$ cat src/rtl/reg_write_queue_pkg.sv
// Shared definitions for the register-file write queue: default widths, the
// hardwired-zero register number and the {addr,data} write-entry layout.
package reg_write_queue_pkg;

  localparam logic [4:0] REG_ZERO   = 5'd0;
  localparam int         DATA_W_DEF = 32;
  localparam int         ADDR_W_DEF = 5;

  typedef struct packed {
    logic [ADDR_W_DEF-1:0] addr;
    logic [DATA_W_DEF-1:0] data;
  } write_entry_t;

endpackage

$ cat src/rtl/reg_write_fifo.sv
// Circular buffer of pending register writes with head/tail pointers and an
// occupancy count; the whole storage is exported flat for the forwarding search.
module reg_write_fifo
  import reg_write_queue_pkg::*;
#(
  parameter int DEPTH = 4,
  parameter int W     = ADDR_W_DEF + DATA_W_DEF,
  localparam int PTR_W = $clog2(DEPTH),
  localparam int CNT_W = $clog2(DEPTH + 1)
) (
  input  logic               clk,
  input  logic               rst_n,
  input  logic               flush,
  input  logic               push,
  input  logic [W-1:0]       push_data,
  input  logic               pop,
  output logic [W-1:0]       head_data,
  output logic [PTR_W-1:0]   head_ptr,
  output logic [CNT_W-1:0]   count,
  output logic [DEPTH*W-1:0] entries
);

  logic [W-1:0]     mem [DEPTH];
  logic [PTR_W-1:0] head_q;
  logic [PTR_W-1:0] tail_q;
  logic [CNT_W-1:0] count_q;

  // NOTE: storage is deliberately not reset; count and pointers alone decide
  // which slots are meaningful, and stale data is never observed.
  always_ff @(posedge clk) begin
    if (push) begin
      mem[tail_q] <= push_data;
    end
  end

  // Flush and reset win over any push/pop presented in the same edge.
  always_ff @(posedge clk) begin
    if (!rst_n || flush) begin
      head_q  <= '0;
      tail_q  <= '0;
      count_q <= '0;
    end else begin
      if (push) tail_q <= tail_q + 1'b1;
      if (pop)  head_q <= head_q + 1'b1;
      unique case ({push, pop})
        2'b10:   count_q <= count_q + 1'b1;
        2'b01:   count_q <= count_q - 1'b1;
        default: count_q <= count_q;
      endcase
    end
  end

  always_comb begin
    for (int i = 0; i < DEPTH; i++) begin
      entries[i*W +: W] = mem[i];
    end
  end

  assign head_data = mem[head_q];
  assign head_ptr  = head_q;
  assign count     = count_q;

endmodule

$ cat src/rtl/reg_write_queue.sv
// Write-side feeder for the register file: queues results, drains one per
// cycle into a registered write port, and forwards pending values to readers.
module reg_write_queue
  import reg_write_queue_pkg::*;
#(
  parameter int DEPTH  = 4,
  parameter int DATA_W = DATA_W_DEF,
  parameter int ADDR_W = ADDR_W_DEF,
  localparam int CNT_W = $clog2(DEPTH + 1)
) (
  input  logic              Clk,
  input  logic              Rst_n,
  input  logic              Flush,
  input  logic              InValid,
  output logic              InReady,
  input  logic [ADDR_W-1:0] InRegister,
  input  logic [DATA_W-1:0] InData,
  input  logic              DrainEn,
  output logic              RegWrite,
  output logic [ADDR_W-1:0] WriteRegister,
  output logic [DATA_W-1:0] WriteData,
  input  logic [ADDR_W-1:0] LookupReg1,
  input  logic [ADDR_W-1:0] LookupReg2,
  output logic              LookupHit1,
  output logic              LookupHit2,
  output logic [DATA_W-1:0] LookupData1,
  output logic [DATA_W-1:0] LookupData2,
  output logic [CNT_W-1:0]  Count
);

  localparam int W     = ADDR_W + DATA_W;
  localparam int PTR_W = $clog2(DEPTH);

  logic               push;
  logic               pop;
  logic [W-1:0]       head_data;
  logic [PTR_W-1:0]   head_ptr;
  logic [CNT_W-1:0]   count;
  logic [DEPTH*W-1:0] entries;

  // Full queue never accepts, even if the head drains in the same cycle.
  assign InReady = (count != CNT_W'(DEPTH)) && Rst_n;
  // Writes to the hardwired-zero register complete the handshake but are dropped.
  assign push    = InValid && InReady && (InRegister != ADDR_W'(REG_ZERO));
  assign pop     = DrainEn && (count != '0);
  assign Count   = count;

  reg_write_fifo #(
    .DEPTH (DEPTH),
    .W     (W)
  ) u_fifo (
    .clk       (Clk),
    .rst_n     (Rst_n),
    .flush     (Flush),
    .push      (push),
    .push_data ({InRegister, InData}),
    .pop       (pop),
    .head_data (head_data),
    .head_ptr  (head_ptr),
    .count     (count),
    .entries   (entries)
  );

  always_ff @(posedge Clk) begin
    if (!Rst_n) begin
      RegWrite      <= 1'b0;
      WriteRegister <= '0;
      WriteData     <= '0;
    end else if (Flush) begin
      RegWrite <= 1'b0;
    end else begin
      RegWrite <= pop;
      if (pop) begin
        {WriteRegister, WriteData} <= head_data;
      end
    end
  end

  // Returns {hit, data}; queue entries are scanned oldest to youngest so the
  // last match (tail-most) overrides the output stage and older entries.
  function automatic logic [DATA_W:0] search(
    input logic [ADDR_W-1:0]  query,
    input logic               out_valid,
    input logic [ADDR_W-1:0]  out_addr,
    input logic [DATA_W-1:0]  out_data,
    input logic [DEPTH*W-1:0] ents,
    input logic [PTR_W-1:0]   head,
    input logic [CNT_W-1:0]   cnt
  );
    logic              hit;
    logic [DATA_W-1:0] data;
    logic [PTR_W-1:0]  idx;
    logic [W-1:0]      ent;
    hit  = 1'b0;
    data = '0;
    if (query != ADDR_W'(REG_ZERO)) begin
      if (out_valid && (out_addr == query)) begin
        hit  = 1'b1;
        data = out_data;
      end
      for (int i = 0; i < DEPTH; i++) begin
        idx = head + PTR_W'(i);
        ent = ents[idx*W +: W];
        if ((CNT_W'(i) < cnt) && (ent[W-1 -: ADDR_W] == query)) begin
          hit  = 1'b1;
          data = ent[DATA_W-1:0];
        end
      end
    end
    return {hit, data};
  endfunction

  assign {LookupHit1, LookupData1} =
    search(LookupReg1, RegWrite, WriteRegister, WriteData, entries, head_ptr, count);
  assign {LookupHit2, LookupData2} =
    search(LookupReg2, RegWrite, WriteRegister, WriteData, entries, head_ptr, count);

endmodule

$ cat config.mk
export PLATFORM = sky130hd
export DESIGN_NAME = reg_write_queue
export DESIGN_NICKNAME = d
export VERILOG_FILES = /design/src/rtl/reg_write_queue_pkg.sv /design/src/rtl/reg_write_fifo.sv /design/src/rtl/reg_write_queue.sv
export SDC_FILE = /design/constraint.sdc
export NUM_CORES = 1
export LEC_CHECK = 0
export ABC_AREA = 1
export BUFFER_PORTS_ARGS = -buffer_cell sky130_fd_sc_hd__clkbuf_2
export CAP_MARGIN = 5
export CELL_PAD_IN_SITES_DETAIL_PLACEMENT = 1
export CELL_PAD_IN_SITES_GLOBAL_PLACEMENT = 1
export CORE_MARGIN = 10
export CORE_UTILIZATION = 35
export CTS_CLUSTER_SIZE = 14
export DETAILED_ROUTE_END_ITERATION = 12
export PLACE_DENSITY_LB_ADDON = 0.15
export SLEW_MARGIN = 20
export SYNTH_ARGS = -nofsm -noshare
export SYNTH_HDL_FRONTEND = slang
export SYNTH_SLANG_ARGS = --single-unit
$ cat constraint.sdc
create_clock -name Clk -period 5.4 [get_ports Clk]
set_clock_uncertainty 0.2 [all_clocks]
set_input_delay 1.08 -clock Clk [delete_from_list [all_inputs] [get_ports Clk]]
set_output_delay 1.08 -clock Clk [all_outputs]
set_load 0.1 [all_outputs]
* Yosys cells after proc, flatten, opt, wreduce, memory -nomap -nowiden
Memory sizes are Yosys's and may differ from the RTL's. A register that Yosys moved wholly into a read port is not among the register bits. Cells that the tools add are included.
Word-level totals: RAM bits 148, memories kept 1, register bits after elaboration 8
Memories:
- u_fifo.mem | words 4, width 37, rd ports 5, clocked after memory_dff 1, wr ports 1, RTL line reg_write_fifo.sv:23 | logic [W-1:0] mem [DEPTH];
Operators by class: equal/unequal tests 13, muxes and demuxes 27, reduce and logical (&&, ||, !) cells 24, shifts and indexed selects 4, $lt $le $gt $ge 4, multiply operators 4, add/subtract/negate cells 6, bitwise gates (word level) 2
Operator list (count):
- $shiftx A148 B9 Y37 | 4
- $mux W32 | 12
- $eq A5 B5 Y1 | 10
- $mul A2 B6 Y8 const B | 4
- $reduce_bool A5 Y1 | 3
- $logic_and A1 B1 Y1 | 14
- $mux W1 | 14
- $lt A1 B3 Y1 const A | 2
- $lt A2 B3 Y1 const A | 2
- $pmux W3 S2 | 1
- $add A2 B1 Y2 const B | 2
- $add A2 B2 Y2 const B | 2
- $add A3 B1 Y3 const B | 1
- $ne A3 B3 Y1 const B | 1
- $reduce_bool A3 Y1 | 1
- $sub A3 B1 Y3 const B | 1
- $eq A2 B1 Y1 const B | 1
- $eq A2 B2 Y1 const B | 1
- $logic_not A1 Y1 | 2
- $not A1 Y1 | 2
- $reduce_and A2 Y1 | 1
- $reduce_bool A2 Y1 | 1
- $reduce_or A2 Y1 | 1
- $logic_or A1 B1 Y1 | 1

* Logic depth before layout (Yosys ltp)
Gate-level depths: netlist (run 1).
word-level depth 9, mapped depth 17, mapped depth without buffers 14

* Hierarchy
Synthesis (run 1) repeated with hierarchy kept, for this count alone.
Unflattened totals: cell total of the unflattened synthesis 2392, area, all modules 15293.4 sq um
Modules (own cells, without submodules):
- reg_write_queue | seq. area each 760.7 sq um, area each 9367.7 sq um, times used 1, cells each 1977
- reg_write_fifo | seq. area each 4624.4 sq um, area each 5925.7 sq um, times used 1, cells each 415

* Least setup slack after synthesis (run 1)
No wires, ideal clock.
path kind reg2reg, start register u_fifo.count_q[0], in the netlist u_fifo.count[0], end memory u_fifo.mem[0][0] (netlist bit), enable pin, path buffers 0, period minus slack after synthesis 5881 ps, stages on the path, launching flop included 6, data arrival time 5250 ps, path slack -481 ps, required time 4769 ps, cell sequence dfxtp_1 -> inv_1 -> ha_1 -> a21oi_1 -> nand3_1 -> nor2_1
Between the ends: cells in the longest elaborated chain, start to end 6
RTL lines:
- start, declared | RTL line reg_write_fifo.sv:26 | logic [CNT_W-1:0] count_q;
- start signal, assigned | RTL line reg_write_fifo.sv:46 | 2'b10: count_q <= count_q + 1'b1;
- start signal, assigned | RTL line reg_write_fifo.sv:47 | 2'b01: count_q <= count_q - 1'b1;
- start signal, assigned | RTL line reg_write_fifo.sv:48 | default: count_q <= count_q;
- $ne A3 B3 Y1 | RTL line reg_write_queue.sv:42 | assign InReady = (count != CNT_W'(DEPTH)) && Rst_n;
- $logic_and A1 B1 Y1 | RTL line reg_write_queue.sv:42
- named net InReady | RTL line reg_write_queue.sv:15 | output logic InReady,
- $logic_and A1 B1 Y1 (2 in series) | RTL line reg_write_queue.sv:44 | assign push = InValid && InReady && (InRegister != ADDR_W'(REG_ZERO));
- $mux W1 | RTL line reg_write_fifo.sv:31 | if (push) begin
- $mux W1 (implied by the code) | RTL line reg_write_fifo.sv:32 | mem[tail_q] <= push_data;
- end, declared | RTL line reg_write_fifo.sv:23
The timed path passes the listed nets, and every way through them passes these cells.

* Final worst setup path (run 1)
start register u_fifo.head_q[0], in the netlist u_fifo.head_ptr[0], end output LookupData2[0]
Between the ends: cells in the longest elaborated chain, start to end 9, elaborated cells on any way between the ends 24
RTL lines:
- start, declared | RTL line reg_write_fifo.sv:24 | logic [PTR_W-1:0] head_q;
- start signal, assigned | RTL line reg_write_fifo.sv:44 | if (pop) head_q <= head_q + 1'b1;
- $add A2 B1 Y2 or $mul A2 B6 Y8 (tied branches) | RTL line reg_write_queue.sv:102, reg_write_queue.sv:103
- $mul A2 B6 Y8 or $shiftx A148 B9 Y37 (tied branches) | RTL line reg_write_queue.sv:103 | ent = ents[idx*W +: W];
- $shiftx A148 B9 Y37 or $eq A5 B5 Y1 (tied branches) | RTL line reg_write_queue.sv:103, reg_write_queue.sv:104
- $eq A5 B5 Y1 or $logic_and A1 B1 Y1 (tied branches) | RTL line reg_write_queue.sv:104 | if ((CNT_W'(i) < cnt) && (ent[W-1 -: ADDR_W] == query)) begin
- $logic_and A1 B1 Y1 or $mux W32 (tied branches) | RTL line reg_write_queue.sv:104
- $mux W32 (2 in series) | RTL line reg_write_queue.sv:104
- $mux W32 * | RTL line reg_write_queue.sv:104
- $mux W32 * | RTL line reg_write_queue.sv:96 | if (query != ADDR_W'(REG_ZERO)) begin
- end, declared | RTL line reg_write_queue.sv:27 | output logic [DATA_W-1:0] LookupData2,
Every way passes the cells marked *; elsewhere a longest branch is shown, timed or not.

==> impl_metrics.toml, run 1 <==
[setup_path]
cp-end-kind = "output pin"
cpMostUsedCell = "nand3_1"
crit_slowest_cell = "dfxtp_4"
path_depth = 15
cp_top_family = "buffers and inverters"
cp-start-kind = "register"
crit_type = "reg -> out"
path_buf_inv = 5
crit_chain = "clkinv_2, nand2_2, nand2_2, clkinv_2, buf_6, nand2_1, nand3_1, nand2_1, nor2_1, nand3_2, buf_12, nand3_1, nand3_1, a21oi_1, buf_12"
worst_r2r_path_depth = 9
required_ns = 4.12
cp_slowest_stage_delay_ns = 0.49
critPathArrivalTime_ns = 3.80
critPathMaxFanout = 64

[route]
vias = 15000
routed_wl_um = 62100
drc = 0
wire_per_inst_um = 22.3
viasPerCell = 5.40
postRouteAntennaNets = 0
dr.first_iter.drc_count = 1426
dr.pass1.iters = 7

[timing]
finalMaxSlewViolations = 0
period_share_pct = 94.0
fmax_mhz = 197
max_slew_margin_pct = 32.5
setup-violations-final = 0
tightest_slew_ns = 1.01
hold_viol_final = 0
timing.hold.ws_ns = 0.305
layout_min_cycle_time_ns = 5.08

[global_routing]
use_met3_pct = 8.05
grt_util_all_layers_pct = 24.8
grt_max_degree = 128
grt_use_met1_pct = 39.0
grt_overflow = 0
busiest_layer = "met1"
grt_pass1_wl_um = 93600
grt_pass1_vias = 14500
global_route.usage.met2_pct = 31.3
antenna_found_initial = 1

[synthesis]
muxShareOfSynthArea_pct = 0.141
yosys-top-cells-count = "584 x nand2_1, 283 x nor2_1, 271 x o21ai_0"
synth_warnings = 0
synthTopCellsByArea = "edfxtp_1 31%, nand2_1 15%, o21ai_0 9.6%, nor2_1 7.5%, nand3_1 6.6%"
synth_fp_nets = 2223
yosys.area_share.adder_pct = 0.794
synth_area_mm2 = 0.0142
synth_top_family_by_area = "simple AND/OR/NAND/NOR gates"
ys_seq_elements = 193
seq_area_frac_synth_pct = 37.7
synth_compound_area_share_pct = 15.5
synthCells = 2162
synth_ff_type = "edfxtp_1"
avgSynthCellArea_um2 = 6.56
synth_most_common_cell = "nand2_1"
synth-edff-count = 148
synth-simple-area-share_pct = 35.1
synth.top_cell.area_share_pct = 31.3
synth-xor-area-share_pct = 0.494
synthArstFlopShare_pct = 0
synth_area_leader_cell = "edfxtp_1"
ys_types = 35

[power_and_ir_drop]
switching_share_pct = 33.9
max-vdd-ir-drop_mv = 0.274
p_sw_mw = 1.25
p_total_mw = 3.69
p_seq_share_pct = 44.8
p_clk_share_pct = 34.8
internal_power_mw = 2.44
powerDensity_mw_per_mm2 = 216
power_leakage_nw = 7.41
power_frac_comb_pct = 20.4

[clock_network]
cts_made_buffers = 17
clock_latency_ns = 0.49
cts_num_sinks = 193
cts_tree = "done"
clk_pin_slew_ns = 0.07
cts_buffer_depth = 2
cts_max_level = 4
ctsHoldBuffers = 0
root_buffer = "clkbuf_16"

[place]
dpl_cell_area_mm2 = 0.0165
dpl.hpwl_um = 47600
gp_congestion = 0.915
io_buffers = 159

[final_layout]
fillers = 5114
design_area_mm2 = 0.0171
drive_gt1_share_pct = 12.4
fin_util_pct = 42.9
fin_nets = 2308
area_growth_pct = 20.7

[die]
die_h_um = 221
initial_utilization_pct = 35.5
rows = 73
core-area_mm2 = 0.0399
num_io_pins = 160
dieWidth_um = 221
die_area_mm2 = 0.0490

[hold_path]
hp-class = "reg -> reg"
worstHoldPathCells = 2

[flow_run]
maxCapViolations = 0

[outcome]
status = "completed"
-- power by group through the flow --
stage                     combinational, mW  clock, mW  sequential (mW)
final                                 0.754       1.28             1.65
after global routing                  0.806       1.38             1.66
after global placement                0.729          0             1.68
after floorplan                       0.363          0             1.77
after CTS                             0.742       1.32             1.65
after detailed placement              0.740          0             1.69
-- kinds of logic (layout without fill, tap and decap cells) --
| group | Yosys count | after routing |
|---|---|---|
| DFF | 193 | 193 |
| AOI/OAI and AO/OA | 418 | 418 |
| muxes | 2 | 2 |
| adders and majority gates | 9 | 9 |
| other | 0 | 1 |
| xor gates and xnor gates | 8 | 8 |
| and+or+nand+nor | 1176 | 1176 |
| buffers and inverters | 356 | 454 |
-- worst reg2reg max path, cell delays in order, from the launching register on --
cell,delay [ns]
dfxtp_1,0.35
inv_1,0.16
ha_1,0.19
inv_1,0.05
o21ai_1,0.48
nor2_1,0.09
buf_4,0.21
inv_2,0.73
nor2_1,0.18
a211oi_1,0.22
-- placed cells by master, fill, tap and decap left out, types with 6 or more instances in the layout --
cell / Yosys / routed
o22ai_1: 6 / 6
nand3_1: 188 / 187
nand2_1: 584 / 584
buf_12: 0 / 74
buf_4: 9 / 45
clkbuf_2: 0 / 93
nor2_2: 4 / 6
or2_1: 20 / 20
a211oi_1: 31 / 31
o21ai_1: 20 / 22
ha_1: 9 / 9
xor2_1: 8 / 8
clkbuf_16: 0 / 18
nand4_1: 72 / 72
inv_1: 199 / 199
or2_0: 7 / 7
nor2_4: 2 / 6
edfxtp_1: 148 / 148
dfxtp_1: 45 / 44
o21ai_0: 271 / 269
a21oi_1: 84 / 83
nor2_1: 283 / 277
-- timing repair --
item                       4_1_cts  5_1_grt
setup buffers                    0        0
gates resized for setup          0        7
setup endpoints to repair        0       44
-- final cells by class --
type / instances / area [um^2] / area share (%)
Clock inverter: 13 / 133 / 0.775
Inverter: 206 / 777 / 4.54
Sequential cell: 193 / 5350 / 31.3
Clock buffer: 19 / 454 / 2.65
Antenna cell: 1 / 2.50 / 0.0146
Tap cell: 525 / 657 / 3.84
Multi-Input combinational cell: 1613 / 7410 / 43.3
Timing Repair Buffer: 216 / 2330 / 13.6
-- registers in the layout, indices dropped and copies added, names as in the netlist --
register	flops
RegWrite	1
u_fifo.head_ptr	2
WriteRegister	5
u_fifo.tail_q	2
u_fifo.count	3
u_fifo.mem	148
WriteData	32
-- per-stage QoR --
stage | std cells | TNS (ns) | worst slack, ns
detailed placement | 2753 | 0 | 0.666
global route | 2785 | -0.00354 | -0.00354
global placement | 2753 | 0 | 0.699
finish | 2786 | 0 | 0.321
CTS | 2785 | 0 | 0.0942
floorplan | 2162 | -71.25 | -0.481
-- per-layer routing --
metal | vias up | wire (um)
met2 | 472 | 23300
li1 | 7297 | -
met5 | - | 0
met4 | 0 | 725
met1 | 7234 | 32400
met3 | 35 | 5740
-- worst paths after layout --
check	slack, ns	startpoint	end
setup / recovery	0.32	u_fifo.head_ptr[0]$_SDFFE_PP0P_	LookupData2[0]
hold / removal	0.30	WriteData[25]$_SDFFE_PN0P_	WriteData[25]$_SDFFE_PN0P_
setup reg to reg	2.45	u_fifo.count[0]$_SDFFE_PP0P_	WriteData[5]$_SDFFE_PN0P_
hold reg to reg	0.30	WriteData[25]$_SDFFE_PN0P_	WriteData[25]$_SDFFE_PN0P_
Power figures use the tool's default switching activity.
==> inputs of run 2 (changes only) <==
Settings changed: CELL_PAD_IN_SITES_DETAIL_PLACEMENT 1 to unset, CELL_PAD_IN_SITES_GLOBAL_PLACEMENT 1 to unset.
==> run 2 against run 1 <==
The flow now finishes with violations (design-rule violations). Critical path type unchanged. Setup slack improved by 0.046 ns. Sequential share of layout area up 0.13 points. Die area is the same.
==> impl_metrics.toml, run 2 (synthesized netlist as in run 1, its figures left out) <==
[timing]
layout_min_cycle_time_ns = 5.03
setup-violations-final = 0
period_share_pct = 93.2
hold_viol_final = 0
max_slew_margin_pct = 36.8
timing.hold.ws_ns = 0.303
fmax_mhz = 199
tns_ns = 0
finalMaxSlewViolations = 0
tightest_slew_ns = 0.948
rsz0062_at_grt = "no"

[route]
wire_per_inst_um = 20.1
viasPerCell = 5.31
wl_met3_um = 5190
vias = 14800
drc = 2
dr_wl_met2_um = 24700
wl_met1_um = 24800
top_layer = "met5"
dr.pass1.iters = 10
postRouteAntennaNets = 0
routed_wl_um = 56100
dr.first_iter.drc_count = 1298

[place]
gp_congestion = 0.908
dpl.hpwl_um = 39900
io_buffers = 159

[clock_network]
cts_made_buffers = 17
root_buffer = "clkbuf_16"
clock_latency_ns = 0.46
cts_tree = "done"
cts_buffer_depth = 2
ctsHoldBuffers = 0
clk_pin_slew_ns = 0.08
cts_num_sinks = 193
cts_resized = 0
cts_setup_buffers = 0
cts_max_level = 4

[final_layout]
drive_gt1_share_pct = 12.2
top_register = "u_fifo.mem"
multiInputGateArea_mm2 = 0.00741
fillers = 4072
final_common_cell = "nand2_1"
fin_util_pct = 42.7
layout_common_cells = "584 x nand2_1, 277 x nor2_1, 271 x o21ai_0"
regArea_mm2 = 0.00535
area_growth_pct = 20.2
reg_top3 = "u_fifo.mem (148), WriteData (32), WriteRegister (5)"
fin_nets = 2307
largest_reg_flops = 148

[die]
initial_utilization_pct = 35.5
core-area_mm2 = 0.0399
die_area_mm2 = 0.0490
rows = 73
dieWidth_um = 221
die_h_um = 221
num_io_pins = 160

[global_routing]
grt_overflow = 0
grt_util_all_layers_pct = 22.1
antenna_found_initial = 8
grt_pass1_vias = 13400
grt_pass1_wl_um = 84400
grt_max_degree = 99

[setup_path]
critPathArrivalTime_ns = 3.75
cp-start-kind = "register"
reg2reg_slack_ns = 2.31
critPathMaxFanout = 43
crit_type = "reg -> out"
cp-end-kind = "output pin"
crit_end = "LookupData1[4]"
r2r_end = "u_fifo.mem[3][19]$_DFFE_PP_"
required_ns = 4.12
worst_r2r_path_depth = 6
crit_start = "u_fifo.head_ptr[0]$_SDFFE_PP0P_"
r2r_start = "u_fifo.count[0]$_SDFFE_PP0P_"

[power_and_ir_drop]
powerDensity_mw_per_mm2 = 214
power_leakage_nw = 7.37
max-vdd-ir-drop_mv = 0.164

[outcome]
status = "finished, violations left"
violations = "design-rule violations"

[flow_run]
maxCapViolations = 0

[hold_path]
hp-class = "reg -> reg"
-- run 2: changes by cell type in the layout (fill, tap and decap cells not counted), sizes merged --
cell      before  now
buf          123  122
bufinv         0    1
clkbuf       112  113
clkinv         8    4
clkinvlp       0    4
diode          1    2
inv          211  209
-- run 2: metal layers --
metal / vias up / global-route usage [%]
met2: 636 / 33.8
met4: 10 / 7.00
met5: - / 0
met3: 95 / 5.91
met1: 6765 / 29.7
li1: 7291 / -
-- run 2: worst min path at each step --
stage                                        from                            end  slack [ns]  cells after the start
global route           WriteData[20]$_SDFFE_PN0P_     WriteData[20]$_SDFFE_PN0P_        0.34                      2
global placement       WriteData[20]$_SDFFE_PN0P_     WriteData[20]$_SDFFE_PN0P_        0.28                      2
CTS                     WriteData[6]$_SDFFE_PN0P_      WriteData[6]$_SDFFE_PN0P_        0.30                      2
detailed placement      WriteData[6]$_SDFFE_PN0P_      WriteData[6]$_SDFFE_PN0P_        0.29                      2
finish                 WriteData[18]$_SDFFE_PN0P_     WriteData[18]$_SDFFE_PN0P_        0.30                      2
floorplan           u_fifo.tail_q[1]$_SDFFE_PP0P_  u_fifo.tail_q[1]$_SDFFE_PP0P_        0.29                      2
-- run 2: critical path, cell delays in order (launching register included) --
cell     delay, ns
dfxtp_4       0.41
inv_4         0.15
buf_4         0.40
nand2_1       0.12
nand2_1       0.11
nand2_1       0.05
o21ai_1       0.16
nand2_1       0.08
nand2_1       0.07
nor3_1        0.04
nand3_1       0.29
buf_4         0.27
inv_1         0.07
buf_4         0.24
nor2_1        0.12
nand2_1       0.05
a21oi_1       0.39
buf_12        0.24
-- run 2: through the flow --
step | total power [mW] | setup slack (ns) | instances | cell area (um^2)
after global placement | 2.38 | 0.736 | 2752 | 16500
after CTS | 3.65 | 0.352 | 2784 | 17000
after global routing | 3.77 | 0.0848 | 2785 | 17000
after detailed placement | 2.38 | 0.731 | 2752 | 16500
final | 3.64 | 0.368 | 2786 | 17000
after floorplan | 2.13 | -0.481 | 2162 | 14200
-- run 2: final cells by class --
cell class | instances | area share, %
diodes | 2 | 0.0294
clock buffers | 20 | 2.56
clock inverters | 12 | 0.727
inverters | 206 | 4.57
multi-input cells | 1613 | 43.5
flip-flops and latches | 193 | 31.4
well taps | 525 | 3.85
repair buffers | 215 | 13.4
-- run 2: report_power, final --
| group | internal (mW) | switching [mW] | leakage [nW] |
|---|---|---|---|
| Sequential | 1.63 | 0.0278 | 1.71 |
| Combinational | 0.167 | 0.537 | 5.40 |
| Clock | 0.649 | 0.630 | 0.261 |
| Total | 2.44 | 1.19 | 7.37 |
